<file path="src/rtl/mips_cpu_mem_pkg.sv">
`default_nettype none
// ============================================================================
// Module      : mips_cpu_mem_pkg
// Description : Shared types and helpers for the MIPS load/store unit.
// Revision    : 1.0 - initial release
// ============================================================================
package mips_cpu_mem_pkg;

  // Access size as encoded on the core's req_size field
  typedef enum logic [1:0] {
    SIZE_BYTE = 2'b00,
    SIZE_HALF = 2'b01,
    SIZE_WORD = 2'b10,
    SIZE_FULL = 2'b11
  } size_t;

  // Load/store sequencer states
  typedef enum logic [1:0] {
    IDLE  = 2'd0,
    BUS   = 2'd1,
    RDATA = 2'd2,
    RESP  = 2'd3
  } mem_state_t;

  // Number of bytes touched by an access of the given size on an nbytes-wide bus
  function automatic logic [3:0] size_bytes(input size_t size, input int nbytes);
    case (size)
      SIZE_BYTE: return 4'd1;
      SIZE_HALF: return 4'd2;
      SIZE_WORD: return 4'd4;
      default:   return 4'(nbytes);
    endcase
  endfunction

endpackage
`default_nettype wire

</file>
<file path="src/rtl/mips_cpu_mem_lane.sv">
`default_nettype none
// ============================================================================
// Module      : mips_cpu_mem_lane
// Description : Combinational byte-lane logic: byteenable generation, store
//               data replication and load data extract / extend.
// Revision    : 1.0 - initial release
// ============================================================================
module mips_cpu_mem_lane
  import mips_cpu_mem_pkg::*;
#(
  parameter int DATA_WIDTH = 32
) (
  input  logic [1:0]                       size_i,
  input  logic [$clog2(DATA_WIDTH/8)-1:0]  lane_i,
  input  logic                             signed_i,
  input  logic [DATA_WIDTH-1:0]            wdata_i,
  input  logic [DATA_WIDTH-1:0]            rdata_i,
  output logic [DATA_WIDTH/8-1:0]          be_o,
  output logic [DATA_WIDTH-1:0]            wdata_o,
  output logic [DATA_WIDTH-1:0]            rdata_o
);
  localparam int NBYTES = DATA_WIDTH / 8;

  size_t                  w_size;
  logic [NBYTES-1:0]      w_mask;
  logic [DATA_WIDTH-1:0]  w_shift;
  logic [DATA_WIDTH-1:0]  w_keep;
  logic                   w_sign;

  assign w_size = size_t'(size_i);

  // Size-wide enable mask and store data copied onto every lane of that size
  always_comb begin
    w_mask  = '1;
    wdata_o = wdata_i;
    case (w_size)
      SIZE_BYTE: begin
        w_mask  = NBYTES'(1);
        wdata_o = {NBYTES{wdata_i[7:0]}};
      end
      SIZE_HALF: begin
        w_mask  = NBYTES'(3);
        wdata_o = {(NBYTES/2){wdata_i[15:0]}};
      end
      SIZE_WORD: begin
        w_mask  = NBYTES'(15);
        wdata_o = {(NBYTES/4){wdata_i[31:0]}};
      end
      default: ;
    endcase
  end

  assign be_o    = w_mask << lane_i;
  assign w_shift = rdata_i >> {lane_i, 3'b000};

  // Keep mask and sign bit for the loaded item; full width needs no extension
  always_comb begin
    w_keep = '1;
    w_sign = 1'b0;
    case (w_size)
      SIZE_BYTE: begin
        w_keep = DATA_WIDTH'(8'hFF);
        w_sign = signed_i & w_shift[7];
      end
      SIZE_HALF: begin
        w_keep = DATA_WIDTH'(16'hFFFF);
        w_sign = signed_i & w_shift[15];
      end
      SIZE_WORD: begin
        w_keep = DATA_WIDTH'(32'hFFFF_FFFF);
        w_sign = signed_i & w_shift[31];
      end
      default: ;
    endcase
  end

  assign rdata_o = (w_shift & w_keep) | ({DATA_WIDTH{w_sign}} & ~w_keep);

endmodule
`default_nettype wire

</file>
<file path="src/rtl/mips_cpu_mem_access.sv">
`default_nettype none
// ============================================================================
// Module      : mips_cpu_mem_access
// Description : Load/store unit bridging the multicycle MIPS core to an
//               Avalon-MM master port. Byte/half/word/full-width accesses,
//               lane steering, sign/zero extension, waitrequest handling.
//               Optional macro MIPS_MEM_MISALIGN_CHECK_EN: misaligned
//               requests are answered with resp_error and no bus access;
//               otherwise the offending low address bits are cleared.
// Revision    : 1.0 - initial release
// ============================================================================
module mips_cpu_mem_access
  import mips_cpu_mem_pkg::*;
#(
  parameter int DATA_WIDTH = 32,
  parameter int ADDR_WIDTH = 32
) (
  input  logic                    clk,
  input  logic                    reset,
  input  logic                    req_valid,
  output logic                    req_ready,
  input  logic                    req_write,
  input  logic [1:0]              req_size,
  input  logic                    req_signed,
  input  logic [ADDR_WIDTH-1:0]   req_addr,
  input  logic [DATA_WIDTH-1:0]   req_wdata,
  output logic                    resp_valid,
  output logic [DATA_WIDTH-1:0]   resp_rdata,
  output logic                    resp_error,
  output logic [ADDR_WIDTH-1:0]   address,
  output logic                    read,
  output logic                    write,
  input  logic                    waitrequest,
  output logic [DATA_WIDTH-1:0]   writedata,
  output logic [DATA_WIDTH/8-1:0] byteenable,
  input  logic [DATA_WIDTH-1:0]   readdata
);
  localparam int NBYTES = DATA_WIDTH / 8;
  localparam int LANE_W = $clog2(NBYTES);

  mem_state_t             state_q, state_d;
  logic                   write_q;
  logic [1:0]             size_q;
  logic                   signed_q;
  logic [ADDR_WIDTH-1:0]  addr_q;
  logic [DATA_WIDTH-1:0]  wdata_q;
  logic [DATA_WIDTH-1:0]  rdata_q;
  logic                   error_q;

  logic                   w_accept;
  logic                   w_err;
  logic                   w_in_bus;
  logic [LANE_W-1:0]      w_lo_mask;
  logic [ADDR_WIDTH-1:0]  w_addr_aligned;
  logic [NBYTES-1:0]      w_be;
  logic [DATA_WIDTH-1:0]  w_wdata_rep;
  logic [DATA_WIDTH-1:0]  w_ld_data;

  assign req_ready = (state_q == IDLE) || (state_q == RESP);
  assign w_accept  = req_valid && req_ready;

  // Low address bits that must be zero for an access of the requested size
  assign w_lo_mask      = LANE_W'(size_bytes(size_t'(req_size), NBYTES) - 4'd1);
  assign w_addr_aligned = {req_addr[ADDR_WIDTH-1:LANE_W], req_addr[LANE_W-1:0] & ~w_lo_mask};

`ifdef MIPS_MEM_MISALIGN_CHECK_EN
  assign w_err = |(req_addr[LANE_W-1:0] & w_lo_mask);
`else
  assign w_err = 1'b0;
`endif

  // State register
  always_ff @(posedge clk or posedge reset) begin
    if (reset) state_q <= IDLE;
    else       state_q <= state_d;
  end

  // Next-state decode; RESP doubles as an accept slot for back-to-back requests
  always_comb begin
    state_d = state_q;
    case (state_q)
      IDLE, RESP: begin
        if (w_accept) state_d = w_err ? RESP : BUS;
        else          state_d = IDLE;
      end
      BUS: begin
        if (!waitrequest) state_d = write_q ? RESP : RDATA;
      end
      RDATA:   state_d = RESP;
      default: state_d = IDLE;
    endcase
  end

  // Request capture on accept and load data capture in RDATA
  always_ff @(posedge clk or posedge reset) begin
    if (reset) begin
      write_q  <= 1'b0;
      size_q   <= 2'b00;
      signed_q <= 1'b0;
      addr_q   <= '0;
      wdata_q  <= '0;
      rdata_q  <= '0;
      error_q  <= 1'b0;
    end else if (w_accept) begin
      write_q  <= req_write;
      size_q   <= req_size;
      signed_q <= req_signed;
      addr_q   <= w_addr_aligned;
      wdata_q  <= req_wdata;
      rdata_q  <= '0;
      error_q  <= w_err;
    end else if (state_q == RDATA) begin
      rdata_q  <= w_ld_data;
    end
  end

  mips_cpu_mem_lane #(
    .DATA_WIDTH (DATA_WIDTH)
  ) u_lane (
    .size_i   (size_q),
    .lane_i   (addr_q[LANE_W-1:0]),
    .signed_i (signed_q),
    .wdata_i  (wdata_q),
    .rdata_i  (readdata),
    .be_o     (w_be),
    .wdata_o  (w_wdata_rep),
    .rdata_o  (w_ld_data)
  );

  // Bus outputs are driven only while in BUS, idle at zero otherwise
  assign w_in_bus   = (state_q == BUS);
  assign read       = w_in_bus & ~write_q;
  assign write      = w_in_bus & write_q;
  assign address    = w_in_bus ? {addr_q[ADDR_WIDTH-1:LANE_W], LANE_W'(0)} : '0;
  assign byteenable = w_in_bus ? w_be : '0;
  assign writedata  = w_in_bus ? w_wdata_rep : '0;

  assign resp_valid = (state_q == RESP);
  assign resp_rdata = rdata_q;
  assign resp_error = error_q;

endmodule
`default_nettype wire

</file>
<file path="config.mk">
export PLATFORM = sky130hd
export DESIGN_NAME = mips_cpu_mem_access
export DESIGN_NICKNAME = d
export VERILOG_FILES = /design/src/rtl/mips_cpu_mem_pkg.sv /design/src/rtl/mips_cpu_mem_lane.sv /design/src/rtl/mips_cpu_mem_access.sv
export SDC_FILE = /design/constraint.sdc
export NUM_CORES = 1
export LEC_CHECK = 0
export CAP_MARGIN = 20
export CORE_UTILIZATION = 42
export CTS_CLUSTER_SIZE = 30
export DETAILED_ROUTE_END_ITERATION = 16
export GPL_ROUTABILITY_DRIVEN = 1
export PLACE_DENSITY = 0.81
export SYNTH_ARGS = -nofsm -noshare
export SYNTH_HDL_FRONTEND = slang
export SYNTH_HIERARCHICAL = 1
export SYNTH_SLANG_ARGS = --single-unit
</file>
<file path="constraint.sdc">
create_clock -name clk -period 2.9 [get_ports clk]
set_input_delay 0.29 -clock clk [delete_from_list [all_inputs] [get_ports clk]]
set_output_delay 0.29 -clock clk [all_outputs]
set_load 0.01 [all_outputs]
</file>
# Word-level counts from Yosys, hierarchy flattened
# Cells that the tools add are included.
# W data, S select, Z words.
[word_totals]
output_inout_bits = 105
latchBits = 0
ram_bits = 0
wordCells = 50
mem_bits_ro = 0
n_memories = 0
register_bits = 102
[classes]
n_bitwise = 12
shift = 2
magnitude_cmp = 0
reduce_logical = 7
muxes = 14
n_mul = 0
n_eq_ne = 7
div_mod_pow = 0
n_addsub = 1
[op_table]
columns = ["op", "count"]
rows = [
  ["$mux W32", 4],
  ["$pmux W32 S2", 2],
  ["$and A32 B32 Y32", 2],
  ["$not A32 Y32", 1],
  ["$or A32 B32 Y32", 1],
  ["$shr A32 B5 Y32", 1],
  ["$pmux W4 S2", 1],
  ["$eq A2 B1 Y1 const B", 3],
  ["$eq A2 B2 Y1 const B", 3],
  ["$logic_not A2 Y1", 3],
  ["$pmux W2 S3", 1],
  ["$and A1 B1 Y1", 5],
  ["$mux W4", 1],
  ["$pmux W2 S2", 1],
  ["$shl A4 B2 Y4", 1],
  ["$pmux W1 S3", 1],
  ["$and A2 B2 Y2", 1],
  ["$mux W1", 2],
  ["$mux W2", 1],
  ["$ne A2 B2 Y1 const B", 1],
  ["$not A2 Y2", 1],
  ["$reduce_bool A2 Y1", 1],
  ["$reduce_or A2 Y1", 1],
  ["$sub A2 B1 Y2 const B", 1],
  ["3 further kinds", 3],
]

# Logic depth before layout (Yosys ltp)
# Gate-level depths: netlist of run 1.
[logic_depth]
ltp_word = 7
depth_mapped = 9
ltp_nobuf = 7

# By module
# Netlist of run 1, hierarchy kept.
[modules_own_cells]
columns = ["mod", "cells_each", "seq_area_each_um2", "area_per_inst_um2", "instances"]
rows = [
  ["mips_cpu_mem_access", 347, 2552.4, 4807.1, 1],
  ["mips_cpu_mem_lane", 183, 0.0, 1316.3, 1],
]

# Worst setup path before layout of run 1
# OpenSTA, ideal clock, no wires.
[synth_path]
path_type = "reg-to-output"
from = "register size_q[1]"
to = "output writedata[16]"
path_stages_with_launch = 8
t_arrival_ps = 1760
setup_slack_ps = 850
required_ps = 2610
path_cell_list = "dfrtp_1 inv_1 ha_1 clkbuf_1 nor2_1 buf_2 mux2_2 and2_1"
[synth_between]
elab_chain_len = 3
[synth_rtl]
columns = ["element", "line", "rtl"]
rows = [
  ["from (decl)", "mips_cpu_mem_access.sv:43", "logic [1:0] size_q;"],
  ["from (signal assigned)", "mips_cpu_mem_access.sv:106", "size_q <= req_size;"],
  ["$eq A2 B1 Y1 or $logic_not A2 Y1 (tied branches)", "mips_cpu_mem_lane.sv:36", "case (w_size)"],
  ["$pmux W32 S2 *", "mips_cpu_mem_lane.sv:36", ""],
  ["named net w_wdata_rep[16]", "mips_cpu_mem_access.sv:56", "logic [DATA_WIDTH-1:0] w_wdata_rep;"],
  ["$mux W32 *", "mips_cpu_mem_access.sv:136", "assign writedata = w_in_bus ? w_wdata_rep : '0;"],
  ["to (decl)", "mips_cpu_mem_access.sv:34", "output logic [DATA_WIDTH-1:0] writedata,"],
]
# The timed path passes the listed nets; every way through them passes the cells marked *.

# Worst setup path in the final report of run 1
[layout_path]
from = "register size_q[0]"
to = "output byteenable[3]"
[layout_between]
elab_chain_len = 4
[layout_rtl]
columns = ["element", "line", "rtl"]
rows = [
  ["$eq A2 B1 Y1 or $logic_not A2 Y1 (tied branches)", "mips_cpu_mem_lane.sv:36", ""],
  ["$pmux W4 S2 *", "mips_cpu_mem_lane.sv:36", ""],
  ["$shl A4 B2 Y4 *", "mips_cpu_mem_lane.sv:53", "assign be_o = w_mask << lane_i;"],
  ["named net w_be[3]", "mips_cpu_mem_access.sv:55", "logic [NBYTES-1:0] w_be;"],
  ["$mux W4 *", "mips_cpu_mem_access.sv:135", "assign byteenable = w_in_bus ? w_be : '0;"],
  ["to (decl)", "mips_cpu_mem_access.sv:35", "output logic [DATA_WIDTH/8-1:0] byteenable,"],
]
# Marked as above.

==> results of run 1 <==
==> layout by cell type (no fill, tap or decap), types with 2 or more instances in the layout <==
cell type,count
nand3_1,2
nand2b_1,4
buf_4,9
mux2i_1,48
buf_12,4
dfrtp_1,102
a22o_1,8
nand2_1,39
a22oi_1,8
nor2_1,33
clkdlybuf4s50_1,205
a211oi_1,2
clkbuf_16,9
o21ai_0,9
a2bb2oi_1,7
clkinvlp_4,2
o32ai_1,9
mux2_4,64
conb_1,3
bufinv_16,4
inv_1,5
mux2_2,22
ha_2,3
nor2b_1,5
and2_1,68
ha_1,5
o31ai_1,16
==> per-layer routing <==
metal	part of all wire (%)	GRT usage, %	vias to the layer above
li1	-	-	2184
met1	44	29.3	2259
met2	46	34.7	210
met3	8.5	5.07	16
met4	1.5	7.01	0
met5	0	0	-
==> where the power goes <==
part | internal (mW) | total (mW) | switching [mW]
logic | 3.31 | 6.01 | 2.70
clock network | 0.953 | 1.48 | 0.525
registers | 2.07 | 2.58 | 0.510
total | 6.33 | 10.1 | 3.74
==> cells by family (layout without fill, tap and decap cells) <==
logic type / count (synthesis) / count (layout)
muxes: 134 / 134
adders and majority gates: 8 / 8
DFF: 102 / 102
other: 1 / 3
AOI/OAI and AO/OA: 64 / 64
and+or+nand+nor: 161 / 161
buffers and inverters: 60 / 241
==> stage by stage <==
step / hold slack [ps] / area (sq um) / setup slack [ps]
final: 193 / 8530 / 206
after global routing: 197 / 8530 / 65.5
after CTS: 181 / 8520 / 24.9
after detailed placement: 485 / 8150 / 403
after global placement: 484 / 8150 / 462
after floorplan: 437 / 6130 / 850
==> worst max-delay path, cell delays in order (launching register included) <==
cell             delay, ps
dfrtp_1                390
inv_1                  100
ha_1                   220
buf_4                  210
nor3_1                 320
a21o_1                 140
and2_1                 130
clkdlybuf4s50_1        560
==> sequential cells by signal, summed over array words and instances, names as in the netlist <==
name        cells
resp_rdata     32
wdata_q        32
signed_q        1
write_q         1
state_q         2
size_q          2
addr_q         32
==> synth_stat cells <==
master / n / area share (%)
dfrtp_1: 102 / 42
and2_1: 68 / 6.9
mux2_4: 64 / 16
mux2i_1: 48 / 7.8
nand2_1: 39 / 2.4
nor2_1: 34 / 2.1
mux2_2: 22 / 4.0
clkbuf_1: 18 / 1.1
o31ai_1: 16 / 2.0
buf_4: 12 / 1.5
buf_2: 10 / 0.82
o21ai_0: 9 / 0.74
o32ai_1: 9 / 1.3
a22o_1: 8 / 1.1
a22oi_1: 8 / 0.98
ha_1: 8 / 1.6
a2bb2oi_1: 7 / 1.0
buf_12: 7 / 2.3
inv_1: 6 / 0.37
buf_6: 5 / 0.92
nand2b_1: 5 / 0.51
nor2b_1: 5 / 0.51
a211oi_1: 2 / 0.25
nand3_1: 2 / 0.16
a21o_1: 1 / 0.12
a21oi_1: 1 / 0.082
and2_4: 1 / 0.14
buf_1: 1 / 0.061
buf_8: 1 / 0.25
conb_1: 1 / 0.061
nand3b_1: 1 / 0.12
nand4b_1: 1 / 0.14
nor3_1: 1 / 0.082
nor3b_1: 1 / 0.12
nor4_1: 1 / 0.10
o221a_4: 1 / 0.33
o221ai_2: 1 / 0.25
o22ai_1: 1 / 0.10
or2_2: 1 / 0.10
or3_1: 1 / 0.10
==> how the worst max path moves through the flow <==
stage	start	end	slack [ps]
2_1_floorplan	size_q[1]$_DFFE_PP0P_	writedata[16]	850
3_3_place_gp	size_q[1]$_DFFE_PP0P_	writedata[14]	460
3_5_place_dp	size_q[1]$_DFFE_PP0P_	writedata[14]	400
4_1_cts	size_q[1]$_DFFE_PP0P_	writedata[14]	20
5_1_grt	size_q[0]$_DFFE_PP0P_	byteenable[3]	70
6_report	size_q[0]$_DFFE_PP0P_	byteenable[3]	210
==> area by class of cell <==
| type | count | area [sq um] |
|---|---|---|
| sequential | 102 | 2550 |
| tap | 180 | 225 |
| fill | 1113 | 5510 |
| clock buffer | 10 | 239 |
| inverter | 6 | 26.3 |
| timing repair buffer | 219 | 2210 |
| multi-input combinational | 370 | 3150 |
| clock inverter | 6 | 133 |
==> out/results.ini, run 1 <==
[status]
run_status=finished clean

[critical_path]
crit_type=flip-flop to primary output
end_kind=primary output
r2r-end=resp_rdata[9]$_DFFE_PP0P_
cp_data_required_time_ps=2610
r2r_setup_slack_ps=560
cp.arrival_ps=2400
reg2reg_depth=7
crit_path_start_kind=flip-flop
cp_max_fo=20
r2r-start=size_q[0]$_DFFE_PP0P_

[route]
ant_nets=0
wl_per_cell_microns=18.2
vias=4669
dr.pass1.iters=5
routed_wl_microns=16300
drt_iter0_markers=207
remaining_drc_errors=0
via_per_inst=5.23

[final_layout]
instances_no_fill=893
utilization_pct=60.8
layout-drive-gt1-share_pct=17.7
n_antenna_cell=0
area_delta_synth_final_pct=39.3
final_nets=820

[sta]
finalCritPeriodShare_pct=92.9
timing.fmax_mhz=371
worstMarginPinSlew_ps=776
slew_headroom_pct=48.2
setup_viol=0
grt_setup_unrepaired=false
maxSlewViolCount=0
hold_violations=0
fin_skew_ps=6.60
fin_setup_tns_ps=0
fin_crit_ps=2690

[clock_network]
cts.clk_slew.worst_paths_ps=70
cts_root_buf=clkbuf_16
cts_tree=built
cts_made_buffers=9
clock-sinks=102
htree_levels=3
hold_buffers=0
clock_path_buffers=2
worstSkewPairLatency_ps=340
cts_setup_buffers=0
postCtsResizedCells=0

[synthesis]
avgSynthCellArea_sq_um=11.6
synthMuxAreaShare_pct=27.6
yosys.area_share.simple_pct=13.5
synth_compound_area_share_pct=8.23
ys_seq_area_share_pct=41.7
synth_top_family_by_area=multiplexers
ys_types=40
ys_ff_latch=102
yosys_warnings=6
synth_fa_ha_area_share_pct=1.63
netlist_area_sq_mm=0.00612
netlist_instances=530
synth_xor_area_share_pct=0

[grt]
grt_use_total_pct=21.8
grt_pass1_wl_microns=25200
grt_max_degree=73
grt_overflow=0
antenna_found_initial=0
grt_pass1_vias=4777

[power_and_ir_drop]
peakVddDrop_mv=0.732
leakage_nw=3.65
powerDensity_mw_per_mm2=1180
total_power_mw=10.1

[floorplan]
boundaryPins=209
rows=43
initial_utilization_pct=43.6
core_area_sq_mm=0.0140
die_area_sq_mm=0.0151
die-width_microns=123
dieHeight_microns=123

[place]
place_inst=877
io_buffers=205
place_hpwl_microns=11900
gp_congestion=0.851

[flow_run]
drv_cap=0

[min_path]
hold_class=input port to asynchronous set/reset pin

Power figures use the tool's default switching activity.
==> run 2: changes to the inputs <==
--- a/config.mk
+++ b/config.mk
@@ -11,6 +11,7 @@
 export DETAILED_ROUTE_END_ITERATION = 16
 export GPL_ROUTABILITY_DRIVEN = 1
 export PLACE_DENSITY = 0.81
+export SETUP_SLACK_MARGIN = 0.5
 export SYNTH_ARGS = -nofsm -noshare
 export SYNTH_HDL_FRONTEND = slang
 export SYNTH_HIERARCHICAL = 1
==> run 2 against run 1 <==
Critical path depth increased by 3. Maximum frequency increased by 15%. Clock skew about the same. Flip-flop and latch count unchanged.
==> out/results.ini, run 2 (synthesis results as in run 1) <==
[status]
run_status=finished clean

[critical_path]
cp_top_family=buffers and inverters
r2r-end=resp_rdata[14]$_DFFE_PP0P_
reg2reg_depth=7
cp.arrival_ps=2050
cp_data_required_time_ps=2610
cp_max_fo=5
crit_type=flip-flop to primary output
r2r-start=size_q[0]$_DFFE_PP0P_
worst-path-buf-inv=5
r2r_setup_slack_ps=630
end_kind=primary output
slowest_delay_ps=410
crit_path_top_delay_cell=dfrtp_1
crit_chain=inv_2 > ha_4 > nor2_4 > buf_6 > buf_4 > buf_4 > nand2_1 > nand2_1 > and2_1 > dlygate4sd2_1
crit_path_start_kind=flip-flop

[grt]
grt_overflow=0
antenna_found_initial=0
grt_max_degree=73
grt_pass1_wl_microns=25600
grt_pass1_vias=4867
grt_use_total_pct=22.3

[power_and_ir_drop]
switchingPower_mw=3.88
powerDensity_mw_per_mm2=1190
p_comb_share_pct=60.8
total_power_mw=10.4
clockPowerShare_pct=14.3
p_int_mw=6.50
leakage_nw=3.84
p_seq_share_pct=24.9
switching_share_pct=37.3
peakVddDrop_mv=0.735

[sta]
fin_skew_ps=6.22
worstMarginPinSlew_ps=787
fin_crit_ps=2340
timing.fmax_mhz=427
fin_setup_tns_ps=0
hold_violations=0
maxSlewViolCount=0
slew_headroom_pct=47.6
setup_viol=0
grt_setup_unrepaired=true
setup_ws_ps=555
finalCritPeriodShare_pct=80.8

[final_layout]
area_delta_synth_final_pct=42.2
nFillCells=1100
seq_area_sq_mm=0.00255
multi_input_area_sq_mm=0.00321
final_cell_mix=clkdlybuf4s50_1, dfrtp_1, and2_1
final_common_cell=clkdlybuf4s50_1
final_nets=835
layout-drive-gt1-share_pct=21.2
n_antenna_cell=0

[floorplan]
dieHeight_microns=123
boundaryPins=209
initial_utilization_pct=43.6
rows=43
core_area_sq_mm=0.0140
die_area_sq_mm=0.0151
die-width_microns=123

[clock_network]
cts_root_buf=clkbuf_16
clock-sinks=102
cts.clk_slew.worst_paths_ps=70
htree_levels=3
hold_buffers=0
clock_path_buffers=2
cts_tree=built
cts_made_buffers=9
worstSkewPairLatency_ps=340

[route]
drt_iter0_markers=225
via_per_inst=5.22
routed_wl_microns=16700
vias=4736
remaining_drc_errors=0
ant_nets=0
dr.pass1.iters=5
wl_per_cell_microns=18.4

[flow_run]
drv_cap=0

[place]
place_hpwl_microns=11900
pre_cts_ws_ps=403
gp_congestion=0.851
io_buffers=205

[min_path]
hold_class=input port to asynchronous set/reset pin

==> run 2: routing by layer <==
layer / vias up / GRT usage, % / wire, microns
met5: - / 0 / 0
met4: 0 / 7.47 / 274
met3: 18 / 5.11 / 1330
met2: 219 / 35.6 / 7820
met1: 2290 / 29.6 / 7310
li1: 2209 / - / -
==> run 2: final cells by class <==
type,count,share of cell area [%]
clock buffer,10,2.75
clock inverter,6,1.52
inverter,6,0.302
multi-input combinational,370,36.9
sequential,102,29.3
tap,180,2.59
timing repair buffer,234,26.6
==> run 2: metrics by stage <==
| step | util, % | cell area (sq um) | std cells | hold WS, ps |
|---|---|---|---|---|
| final | 62.0 | 8710 | 908 | 193 |
| after global routing | 62.0 | 8710 | 908 | 197 |
| after CTS | 61.5 | 8640 | 904 | 181 |
| after detailed placement | 58.1 | 8150 | 877 | 485 |
| after global placement | 58.1 | 8150 | 877 | 484 |
| after floorplan | - | 6130 | 532 | 437 |
==> run 2: timing repair <==
action | 4_1_cts | 5_1_grt
setup endpoints to repair | 60 | 31
pin swaps | 1 | 1
gates resized for setup | 54 | 14
gates cloned | 1 | 1
setup buffers | 10 | 3
==> run 2: power groups by stage <==
stage | Combinational [mW] | Clock, mW | Sequential, mW
2_1_floorplan | 4.33 | 0 | 2.44
3_3_place_gp | 5.84 | 0 | 2.57
3_5_place_dp | 6.00 | 0 | 2.58
4_1_cts | 6.20 | 1.51 | 2.58
5_1_grt | 6.80 | 1.56 | 2.66
6_report | 6.31 | 1.48 | 2.59
==> run 2: worst max-delay path by stage <==
stage / start / endpoint / slack, ps / cells past startpoint
after global routing: size_q[0]$_DFFE_PP0P_ / writedata[25] / 470 / 10
after floorplan: size_q[1]$_DFFE_PP0P_ / writedata[16] / 850 / 7
after detailed placement: size_q[1]$_DFFE_PP0P_ / writedata[14] / 400 / 7
after CTS: size_q[0]$_DFFE_PP0P_ / writedata[14] / 370 / 7
final: size_q[0]$_DFFE_PP0P_ / writedata[25] / 560 / 10
after global placement: size_q[1]$_DFFE_PP0P_ / writedata[14] / 460 / 7
